<file path="src/rtl/button_conditioner_pkg.sv">
// Shared constants for the four-key button conditioner: default timing,
// key bit positions and the auto-repeat phase encoding.
package button_conditioner_pkg;

  localparam int DEFAULT_DEBOUNCE_CYCLES = 1000000;   // 20 ms at 50 MHz
  localparam int DEFAULT_REPEAT_DELAY    = 25000000;  // 0.5 s
  localparam int DEFAULT_REPEAT_PERIOD   = 5000000;   // 0.1 s

  localparam int NUM_KEYS     = 4;
  localparam int KEY_LEFT     = 0;
  localparam int KEY_RIGHT    = 1;
  localparam int KEY_RESERVED = 2;
  localparam int KEY_FIRE     = 3;

  typedef enum logic [1:0] {
    RPT_IDLE   = 2'd0,
    RPT_DELAY  = 2'd1,
    RPT_PERIOD = 2'd2
  } rpt_state_e;

  function automatic int max_int(input int a, input int b);
    return (a > b) ? a : b;
  endfunction

endpackage

</file>
<file path="src/rtl/button_conditioner_debounce_channel.sv">
// One key: 2-flop synchronizer, stability-counter debounce, press/release
// edge pulses and a hold-to-repeat generator. All outputs are flops.
module debounce_channel
  import button_conditioner_pkg::*;
#(
  parameter int DEBOUNCE_CYCLES = DEFAULT_DEBOUNCE_CYCLES,
  parameter int REPEAT_DELAY    = DEFAULT_REPEAT_DELAY,
  parameter int REPEAT_PERIOD   = DEFAULT_REPEAT_PERIOD
) (
  input  logic clk,
  input  logic reset,
  input  logic raw_i,
  output logic level_o,
  output logic press_o,
  output logic release_o,
  output logic repeat_o
);

  localparam int DB_W  = $clog2(DEBOUNCE_CYCLES + 1);
  localparam int RPT_W = $clog2(max_int(REPEAT_DELAY, REPEAT_PERIOD) + 1);

  localparam logic [DB_W-1:0]  DB_LAST     = DB_W'(DEBOUNCE_CYCLES - 1);
  localparam logic [RPT_W-1:0] DELAY_LAST  = RPT_W'(REPEAT_DELAY - 1);
  localparam logic [RPT_W-1:0] PERIOD_LAST = RPT_W'(REPEAT_PERIOD - 1);

  logic             sync1_q, sync1_d;
  logic             sync2_q, sync2_d;
  logic             level_q, level_d;
  logic             press_q, press_d;
  logic             release_q, release_d;
  logic             repeat_q, repeat_d;
  logic [DB_W-1:0]  db_cnt_q, db_cnt_d;
  logic [RPT_W-1:0] rpt_cnt_q, rpt_cnt_d;
  rpt_state_e       rpt_state_q, rpt_state_d;

  always_ff @(posedge clk or posedge reset) begin
    if (reset) begin
      sync1_q     <= 1'b1;
      sync2_q     <= 1'b1;
      level_q     <= 1'b1;
      press_q     <= 1'b0;
      release_q   <= 1'b0;
      repeat_q    <= 1'b0;
      db_cnt_q    <= '0;
      rpt_cnt_q   <= '0;
      rpt_state_q <= RPT_IDLE;
    end else begin
      sync1_q     <= sync1_d;
      sync2_q     <= sync2_d;
      level_q     <= level_d;
      press_q     <= press_d;
      release_q   <= release_d;
      repeat_q    <= repeat_d;
      db_cnt_q    <= db_cnt_d;
      rpt_cnt_q   <= rpt_cnt_d;
      rpt_state_q <= rpt_state_d;
    end
  end

  // Debounce: the counter only runs while the synchronized sample disagrees
  // with the accepted level; any agreeing cycle restarts the stability window.
  always_comb begin
    sync1_d   = raw_i;
    sync2_d   = sync1_q;
    level_d   = level_q;
    db_cnt_d  = db_cnt_q;
    press_d   = 1'b0;
    release_d = 1'b0;
    if (sync2_q == level_q) begin
      db_cnt_d = '0;
    end else if (db_cnt_q == DB_LAST) begin
      level_d   = sync2_q;
      db_cnt_d  = '0;
      press_d   = ~sync2_q;
      release_d = sync2_q;
    end else begin
      db_cnt_d = db_cnt_q + DB_W'(1);
    end
  end

  // Repeat phase: a press (re)starts the initial delay; the repeat pulse is
  // gated by the next level so a release cycle can never carry one.
  always_comb begin
    rpt_state_d = rpt_state_q;
    rpt_cnt_d   = rpt_cnt_q;
    repeat_d    = 1'b0;
    if (press_d) begin
      rpt_state_d = RPT_DELAY;
      rpt_cnt_d   = '0;
    end else if (level_d) begin
      rpt_state_d = RPT_IDLE;
      rpt_cnt_d   = '0;
    end else begin
      case (rpt_state_q)
        RPT_DELAY: begin
          if (rpt_cnt_q == DELAY_LAST) begin
            repeat_d    = 1'b1;
            rpt_cnt_d   = '0;
            rpt_state_d = RPT_PERIOD;
          end else begin
            rpt_cnt_d = rpt_cnt_q + RPT_W'(1);
          end
        end
        RPT_PERIOD: begin
          if (rpt_cnt_q == PERIOD_LAST) begin
            repeat_d  = 1'b1;
            rpt_cnt_d = '0;
          end else begin
            rpt_cnt_d = rpt_cnt_q + RPT_W'(1);
          end
        end
        default: rpt_cnt_d = '0;
      endcase
    end
  end

  assign level_o   = level_q;
  assign press_o   = press_q;
  assign release_o = release_q;
  assign repeat_o  = repeat_q;

endmodule

</file>
<file path="src/rtl/button_conditioner.sv">
// Four independent key conditioners (left, right, reserved, fire) producing
// debounced active-low levels plus press/release/auto-repeat pulses.
module button_conditioner
  import button_conditioner_pkg::*;
#(
  parameter int DEBOUNCE_CYCLES = DEFAULT_DEBOUNCE_CYCLES,
  parameter int REPEAT_DELAY    = DEFAULT_REPEAT_DELAY,
  parameter int REPEAT_PERIOD   = DEFAULT_REPEAT_PERIOD
) (
  input  logic                clk,
  input  logic                reset,
  input  logic [NUM_KEYS-1:0] btn_raw,
  output logic [NUM_KEYS-1:0] btn_level,
  output logic [NUM_KEYS-1:0] btn_press,
  output logic [NUM_KEYS-1:0] btn_release,
  output logic [NUM_KEYS-1:0] btn_repeat
);

  debounce_channel #(
    .DEBOUNCE_CYCLES(DEBOUNCE_CYCLES),
    .REPEAT_DELAY   (REPEAT_DELAY),
    .REPEAT_PERIOD  (REPEAT_PERIOD)
  ) u_left (
    .clk      (clk),
    .reset    (reset),
    .raw_i    (btn_raw[KEY_LEFT]),
    .level_o  (btn_level[KEY_LEFT]),
    .press_o  (btn_press[KEY_LEFT]),
    .release_o(btn_release[KEY_LEFT]),
    .repeat_o (btn_repeat[KEY_LEFT])
  );

  debounce_channel #(
    .DEBOUNCE_CYCLES(DEBOUNCE_CYCLES),
    .REPEAT_DELAY   (REPEAT_DELAY),
    .REPEAT_PERIOD  (REPEAT_PERIOD)
  ) u_right (
    .clk      (clk),
    .reset    (reset),
    .raw_i    (btn_raw[KEY_RIGHT]),
    .level_o  (btn_level[KEY_RIGHT]),
    .press_o  (btn_press[KEY_RIGHT]),
    .release_o(btn_release[KEY_RIGHT]),
    .repeat_o (btn_repeat[KEY_RIGHT])
  );

  debounce_channel #(
    .DEBOUNCE_CYCLES(DEBOUNCE_CYCLES),
    .REPEAT_DELAY   (REPEAT_DELAY),
    .REPEAT_PERIOD  (REPEAT_PERIOD)
  ) u_reserved (
    .clk      (clk),
    .reset    (reset),
    .raw_i    (btn_raw[KEY_RESERVED]),
    .level_o  (btn_level[KEY_RESERVED]),
    .press_o  (btn_press[KEY_RESERVED]),
    .release_o(btn_release[KEY_RESERVED]),
    .repeat_o (btn_repeat[KEY_RESERVED])
  );

  debounce_channel #(
    .DEBOUNCE_CYCLES(DEBOUNCE_CYCLES),
    .REPEAT_DELAY   (REPEAT_DELAY),
    .REPEAT_PERIOD  (REPEAT_PERIOD)
  ) u_fire (
    .clk      (clk),
    .reset    (reset),
    .raw_i    (btn_raw[KEY_FIRE]),
    .level_o  (btn_level[KEY_FIRE]),
    .press_o  (btn_press[KEY_FIRE]),
    .release_o(btn_release[KEY_FIRE]),
    .repeat_o (btn_repeat[KEY_FIRE])
  );

endmodule

</file>
<file path="config.mk">
export PLATFORM = sky130hd
export DESIGN_NAME = button_conditioner
export DESIGN_NICKNAME = d
export VERILOG_FILES = /design/src/rtl/button_conditioner_pkg.sv /design/src/rtl/button_conditioner_debounce_channel.sv /design/src/rtl/button_conditioner.sv
export SDC_FILE = /design/constraint.sdc
export NUM_CORES = 1
export LEC_CHECK = 0
export BUFFER_PORTS_ARGS = -buffer_cell sky130_fd_sc_hd__buf_2
export CORE_ASPECT_RATIO = 1.75
export CORE_MARGIN = 2
export CORE_UTILIZATION = 31
export CTS_BUF_LIST = sky130_fd_sc_hd__clkbuf_16
export DETAILED_ROUTE_END_ITERATION = 8
export GPL_ROUTABILITY_DRIVEN = 0
export MAX_ROUTING_LAYER = met4
export SLEW_MARGIN = 15
export SYNTH_ARGS = -nofsm -noshare
export SYNTH_HDL_FRONTEND = slang
export SYNTH_SLANG_ARGS = --single-unit
</file>
<file path="constraint.sdc">
create_clock -name clk -period 9.05 [get_ports clk]
set_input_delay 0.4525 -clock clk [delete_from_list [all_inputs] [get_ports clk]]
set_output_delay 0.4525 -clock clk [all_outputs]
set_load 0.1 [all_outputs]
</file>
==> results of run 1 <==
[final timing paths]
kind / startpoint / to / slack, ns / cells past startpoint
max in group asynchronous: reset / u_fire.db_cnt_q[5] / 7.39 / 3
hold / removal: btn_raw[0] / u_left.sync1_q / 0.03 / 1
min in group asynchronous: reset / u_right.repeat_o / 0.18 / 2
setup reg to reg: u_right.rpt_cnt_q[16] / u_right.rpt_cnt_q[7] / 6.18 / 5
hold reg to reg: u_right.sync1_q / u_right.sync2_q / 0.35 / 0
setup / recovery: u_right.rpt_cnt_q[16] / u_right.rpt_cnt_q[7] / 6.18 / 5
[metrics by stage]
stage	util (%)	instances	cell area (µm²)
after floorplan	-	1054	10400
after global placement	32.7	1444	10800
after detailed placement	32.7	1444	10800
after CTS	34.8	1486	11500
after global routing	34.8	1486	11500
final	34.8	1486	11500
[metal layers]
metal	wire length (µm)	global-route usage, %
met1	8640	13.9
met4	515	4.94
met2	10500	22.2
met5	0	-
met3	565	1.64
[critical path, delay by kind of cell (launching register included)]
family / cells / cell delay [ns]
AOI/OAI and AO/OA: 2 / 1.08
DFF: 1 / 0.44
and+or+nand+nor: 3 / 1.19
[synthesized netlist by cell type, drive strengths merged, types with 5 or more instances]
library cell	number	area share, %
xnor2	78	6.6
dfstp	12	3.0
nand2	63	2.3
and2	6	0.36
and3	18	1.1
nor2	224	8.1
nor3b	5	0.36
nand4	47	2.8
and4	16	1.4
or2	10	0.60
dfrtp	200	48
or3	5	0.33
o21ai	5	0.31
inv	35	1.3
nor3	31	1.5
nor4	21	1.3
a21boi	5	0.36
nand3	71	3.4
xor2	90	7.6
a21oi	5	0.24
ha	16	1.9
buf	29	1.9
or4	14	1.0
and3b	5	0.43
clkbuf	9	0.33
[state kept, by name, summed over array words and instances (netlist names), 2 cells and up]
register                count
u_reserved.rpt_cnt_q       25
u_fire.rpt_cnt_q           25
u_fire.db_cnt_q            20
u_reserved.rpt_state_q      2
u_left.rpt_state_q          2
u_left.db_cnt_q            20
u_right.db_cnt_q           20
u_left.rpt_cnt_q           25
u_reserved.db_cnt_q        20
u_fire.rpt_state_q          2
u_right.rpt_cnt_q          25
u_right.rpt_state_q         2
[cells in the final DEF (no fill, tap or decap), types with 6 or more instances in the layout]
master,n
or4_1,14
dfstp_2,12
xnor2_1,78
nand2_1,63
inv_1,38
nor3_1,31
xor2_1,90
clkinv_2,6
and3_1,17
ha_1,16
clkbuf_16,23
and4_1,15
nand4_1,47
dfrtp_1,200
nand3_1,71
buf_2,21
and2_1,6
nor2_1,224
or2_2,10
nor4_1,20
[cells by family after synthesis]
| kind of cell | Yosys count |
|---|---|
| AO/OA/AOI/OAI | 29 |
| multiplexers | 4 |
| AND/OR/NAND/NOR | 552 |
| flip-flops | 212 |
| buffers and inverters | 73 |
| XOR/XNOR | 168 |
| adder cells (fa/ha/maj) | 16 |
[final cells by class]
type / instances / area share, %
clock buffers: 23 / 5.02
multi-input cells: 769 / 40.8
inverters: 35 / 1.21
clock inverters: 19 / 1.06
well taps: 405 / 4.42
repair buffers: 23 / 1.05
flip-flops and latches: 212 / 46.4
[power by group]
group / total, mW / switching, mW / internal [mW]
Sequential: 0.963 / 0.00721 / 0.956
Clock: 0.878 / 0.385 / 0.492
Combinational: 0.0355 / 0.0286 / 0.00684
Total: 1.88 / 0.421 / 1.45
==> flow_summary_export.csv, run 1 <==
group,metric,value,unit
drt,drtIter0Drc,278,
clock_network,cts_tree,"done",
drt,wl_per_cell,13.6,µm
timing,worst_pin_slew,1.07,ns
setup_path,crit_arrival,3.23,ns
placed_design,pre_cts_slack,6.16,ns
synthesis,synth_top_family_by_area,"simple AND/OR/NAND/NOR gates",
synthesis,synth-seq-cells,212,
pwr,vdd_drop_max,128,µV
layout,multi_input_area,0.00467,mm²
setup_path,crit_chain,"or4_1, or4_1, o31a_1, o21ai_2, nor2_1",
setup_path,crit_top_cell,"or4_1",
clock_network,cts_buffers,23,
synthesis,yosys.area_share.simple,26.5,%
clock_network,cts_htree_levels,1,
timing,slew_headroom,28.2,%
drt,ant_nets,0,
grt,grt_use_total,12.4,%
layout,syn_to_final_growth,10.6,%
clock_network,clk_latency,0.52,ns
drt,vias,7320,
setup_path,cp.required,9.40,ns
timing,setup_viol,0,
drt,firstDrtPassIters,4,
clock_network,post_cts_buffers,0,
layout,fillers,3300,
synthesis,synth_cell_type_count,54,
synthesis,synth_cells,1054,
clock_network,post_cts_resized,0,
synthesis,synth_compound_gate_area_share,2.04,%
synthesis,synth_top_flop_cell,"dfrtp_1",
synthesis,synth_warnings,0,
setup_path,crit_slowest_cell,"o21ai_2",
clock_network,clk_path_buf_depth,3,
die,fp.dieH,246,µm
timing,fin_worst_skew,0.00773,ns
clock_network,cts-root-buf,"clkbuf_16",
timing,fin_crit_sh,31.7,%
die,die_x,142,µm
job,maxCapViolCount,0,
placed_design,hpwl,13400,µm
pwr,leakagePower,4.60,nW
die,coreArea,0.0329,mm²
grt,grt_antenna_before_repair,0,
die,rows,88,
layout,seqCellArea,0.00532,mm²
synthesis,synth.area.mux_share,0.435,%
layout,n_antenna_cell,0,
synthesis,synthArstFlopShare,100,%
clock_network,cts.clk_slew.worst_paths,0.06,ns
die,dieArea,0.0349,mm²
drt,finalWirelength,20200,µm
timing,fin_crit,2.87,ns
setup_path,start_kind,"register",
setup_path,setup.worst_path.class,"register to register",
layout,final_layout_size_suffix_gt1_share,8.79,%
drt,drc,0,
synthesis,syn-num-nets,1076,
grt,grt_pass1_wl,35600,µm
setup_path,cp_max_fo,25,
synthesis,synthAdderAreaFrac,1.93,%
timing,fmax,348,MHz
timing,rsz0062_at_grt,"false",
placed_design,numPortBuffers,21,
synthesis,synth_seq_area_share,51.4,%
synthesis,synth-xor-area-share,14.2,%
hold_path,hold_class,"primary input to register",
layout,final_nets,1086,
grt,grt-ovfl-total,0,
clock_network,cts.sinks,212,
timing,maxSlewViolCount,0,
setup_path,endpoint_kind,"register",
timing,finalHoldViolCount,0,
run_status,status,"finished, final reports clean",
timing,setup_slack,6.18,ns
die,initial_core_util,31.5,%
synthesis,syn-cell-area,0.0104,mm²
grt,grt_max_degree,145,
timing,setup_tns,0,ns
drt,via_per_inst,4.93,
grt,grt_pass1_vias,7573,
die,io_pins,22,
timing,hold_slack,0.0324,ns
pwr,fin_total_pwr,1.88,mW
pwr,powerDensity,164,mW/mm²
setup_path,crit_path_max_incr_delay,0.81,ns
clock_network,hold_buffers,0,
synthesis,syn_avg_cell_area,9.82,µm²
synthesis,synth_edf_count,0,
Note: power is estimated with default switching activity, not from simulation.
==> inputs of run 2 (changes only) <==
clock period = 3 ns   (was 9.05 ns; I/O delays follow)
==> run 2 against run 1 <==
Compared with the run above:
- routed wire length about the same
- utilization increased by 0.84 points
- non-clock buffer count rose by 18
- via count up 0.16%
- worst setup slack got worse by 5.7 ns
- die area unchanged
- sequential power grew to 3.0 times the previous value
- critical path depth up 1
- hold slack better by 0.23 ns
- register-to-register slack worse by 5.7 ns
- flip-flop and latch count stayed put
- power grew to 3.2 times the previous value
- largest cell class unchanged
- highest routed layer unchanged
==> flow_summary_export.csv, run 2 (synthesized netlist as in run 1, its figures left out) <==
group,metric,value,unit
placed_design,hpwl,13800,µm
setup_path,r2r_start,"u_right.rpt_cnt_q[16]",
setup_path,r2r_slack,0.46,ns
setup_path,crit_top_cell,"or4_1",
pwr,p_sw_share,21.6,%
timing,worst_pin_slew,0.835,ns
pwr,combPwrFrac,2.1,%
drt,drtIter0Drc,196,
grt,grt-ovfl-total,0,
setup_path,endpoint_kind,"register",
setup_path,cp.required,3.41,ns
pwr,power.switching,1.28,mW
drt,vias,7332,
layout,final_common_cell,"nor2_1",
grt,grt_use_total,12.3,%
pwr,intPower,4.66,mW
clock_network,clk_latency,0.52,ns
clock_network,cts.sinks,212,
layout,n_antenna_cell,0,
layout,final_nets,1104,
pwr,p_seq_share,48.9,%
timing,finalHoldViolCount,0,
drt,drc,0,
placed_design,numPortBuffers,21,
clock_network,cts.clk_slew.worst_paths,0.06,ns
setup_path,setup.worst_path.class,"register to register",
drt,finalWirelength,20200,µm
layout,most-common-layout-cells,"224 x nor2_1, 200 x dfrtp_1, 90 x xor2_1",
setup_path,crit_slowest_cell,"or4_1",
timing,rsz0062_at_grt,"false",
clock_network,hold_buffers,5,
hold_path,hold_class,"primary input to register",
setup_path,crit_chain,"or4_1, or4_1, o31a_1, o21ai_2, buf_12, nor2_1",
timing,setup_tns,0,ns
run_status,status,"finished, final reports clean",
placed_design,place_area,0.0109,mm²
setup_path,crit_path_max_incr_delay,0.53,ns
drt,firstDrtPassIters,4,
clock_network,cts_htree_levels,1,
setup_path,cp_max_fo,18,
timing,fin_crit_sh,84.6,%
die,fp.dieH,246,µm
die,initial_core_util,31.5,%
die,dieArea,0.0349,mm²
drt,via_per_inst,4.88,
grt,grt_pass1_vias,7528,
setup_path,path_depth,6,
job,maxCapViolCount,0,
die,rows,88,
layout,syn_to_final_growth,13.3,%
layout,final-instance-count-excl-fill,1503,
die,io_pins,22,
placed_design,dp_cells,1457,
timing,slew_headroom,43.8,%
clock_network,cts_tree,"done",
die,coreArea,0.0329,mm²
drt,ant_nets,0,
grt,grt_antenna_before_repair,0,
grt,grt_pass1_wl,35400,µm
layout,fin_area,0.0117,mm²
setup_path,start_kind,"register",
pwr,power_frac_clock,49.1,%
timing,fmax,394,MHz
timing,maxSlewViolCount,0,
grt,grt_max_degree,59,
clock_network,post_cts_buffers,0,
pwr,powerDensity,506,mW/mm²
die,die_x,142,µm
timing,hold_slack,0.267,ns
pwr,vdd_drop_max,411,µV
clock_network,cts-root-buf,"clkbuf_16",
clock_network,clk_path_buf_depth,3,
setup_path,crit_family,"simple AND/OR/NAND/NOR gates",
pwr,leakagePower,4.73,nW
setup_path,crit_arrival,2.94,ns
setup_path,critPathLaunch,"u_right.rpt_cnt_q[16]",
setup_path,reg2reg_depth,6,
setup_path,path_buf_inv,1,
clock_network,cts_buffers,23,
layout,fillers,3243,
layout,final_layout_size_suffix_gt1_share,10.0,%
drt,wl_per_cell,13.4,µm
setup_path,cp-endpoint,"u_right.rpt_cnt_q[19]",
setup_path,r2r-end,"u_right.rpt_cnt_q[19]",
timing,fin_worst_skew,0.0172,ns
timing,fin_crit,2.54,ns
timing,setup_viol,0,
clock_network,post_cts_resized,0,
run 2: cell count changes in the layout (fill, tap and decap cells not counted):
cell / previous run / this run
inv_8: 1 / 0
inv_1: 38 / 36
clkinv_1: 4 / 3
buf_12: 0 / 5
clkinv_4: 0 / 1
inv_6: 1 / 0
dlygate4sd3_1: 0 / 5
bufinv_16: 1 / 4
buf_4: 2 / 10
run 2: layout make-up:
class                   count  area, µm²  share of cell area (%)
clock buffers              23        576                    4.91
clock inverters            18        193                    1.64
inverters                  35        135                    1.15
multi-input cells         769       4670                    39.8
flip-flops and latches    212       5320                    45.3
well taps                 405        507                    4.32
repair buffers             41        330                    2.82
run 2: worst reg2reg max path, cell delays in order (launching register included):
cell and delay, ns:
dfrtp_1 0.45, or4_1 0.53, or4_1 0.51, o31a_1 0.27, o21ai_2 0.39, buf_12 0.21, nor2_1 0.06
run 2: power groups by stage:
stage	sequential, mW	clock [mW]	combinational [mW]
2_1_floorplan	2.95	0	0.0835
3_3_place_gp	2.96	0	0.124
3_5_place_dp	2.96	0	0.126
4_1_cts	2.90	3.01	0.131
5_1_grt	2.91	3.12	0.147
6_report	2.90	2.92	0.122
run 2: per-layer routing:
layer	track usage (%)	vias to the layer above	share of wire [%]
li1	-	3622	-
met1	14.0	3588	43
met2	21.9	82	52
met3	1.58	40	2.5
met4	4.79	0	3.0
met5	-	-	0
run 2: worst min path at each step:
stage,from,to,slack [ns],depth (start not counted)
6_report,btn_raw[2],u_reserved.sync1_q,0.27,2
5_1_grt,btn_raw[2],u_reserved.sync1_q,0.25,2
4_1_cts,btn_raw[2],u_reserved.sync1_q,0.24,2
3_5_place_dp,btn_raw[0],u_left.sync1_q,0.26,1
3_3_place_gp,btn_raw[2],u_reserved.sync1_q,0.26,1
2_1_floorplan,btn_raw[3],u_fire.sync1_q,0.15,0
run 2: per-stage QoR:
stage / power, mW / utilization, % / worst slack (ns)
detailed placement: 3.08 / 33.2 / 0.483
CTS: 6.04 / 35.6 / 0.445
finish: 5.94 / 35.6 / 0.461
global placement: 3.08 / 33.2 / 0.532
global route: 6.17 / 35.6 / 0.301
floorplan: 3.03 / - / 0.104
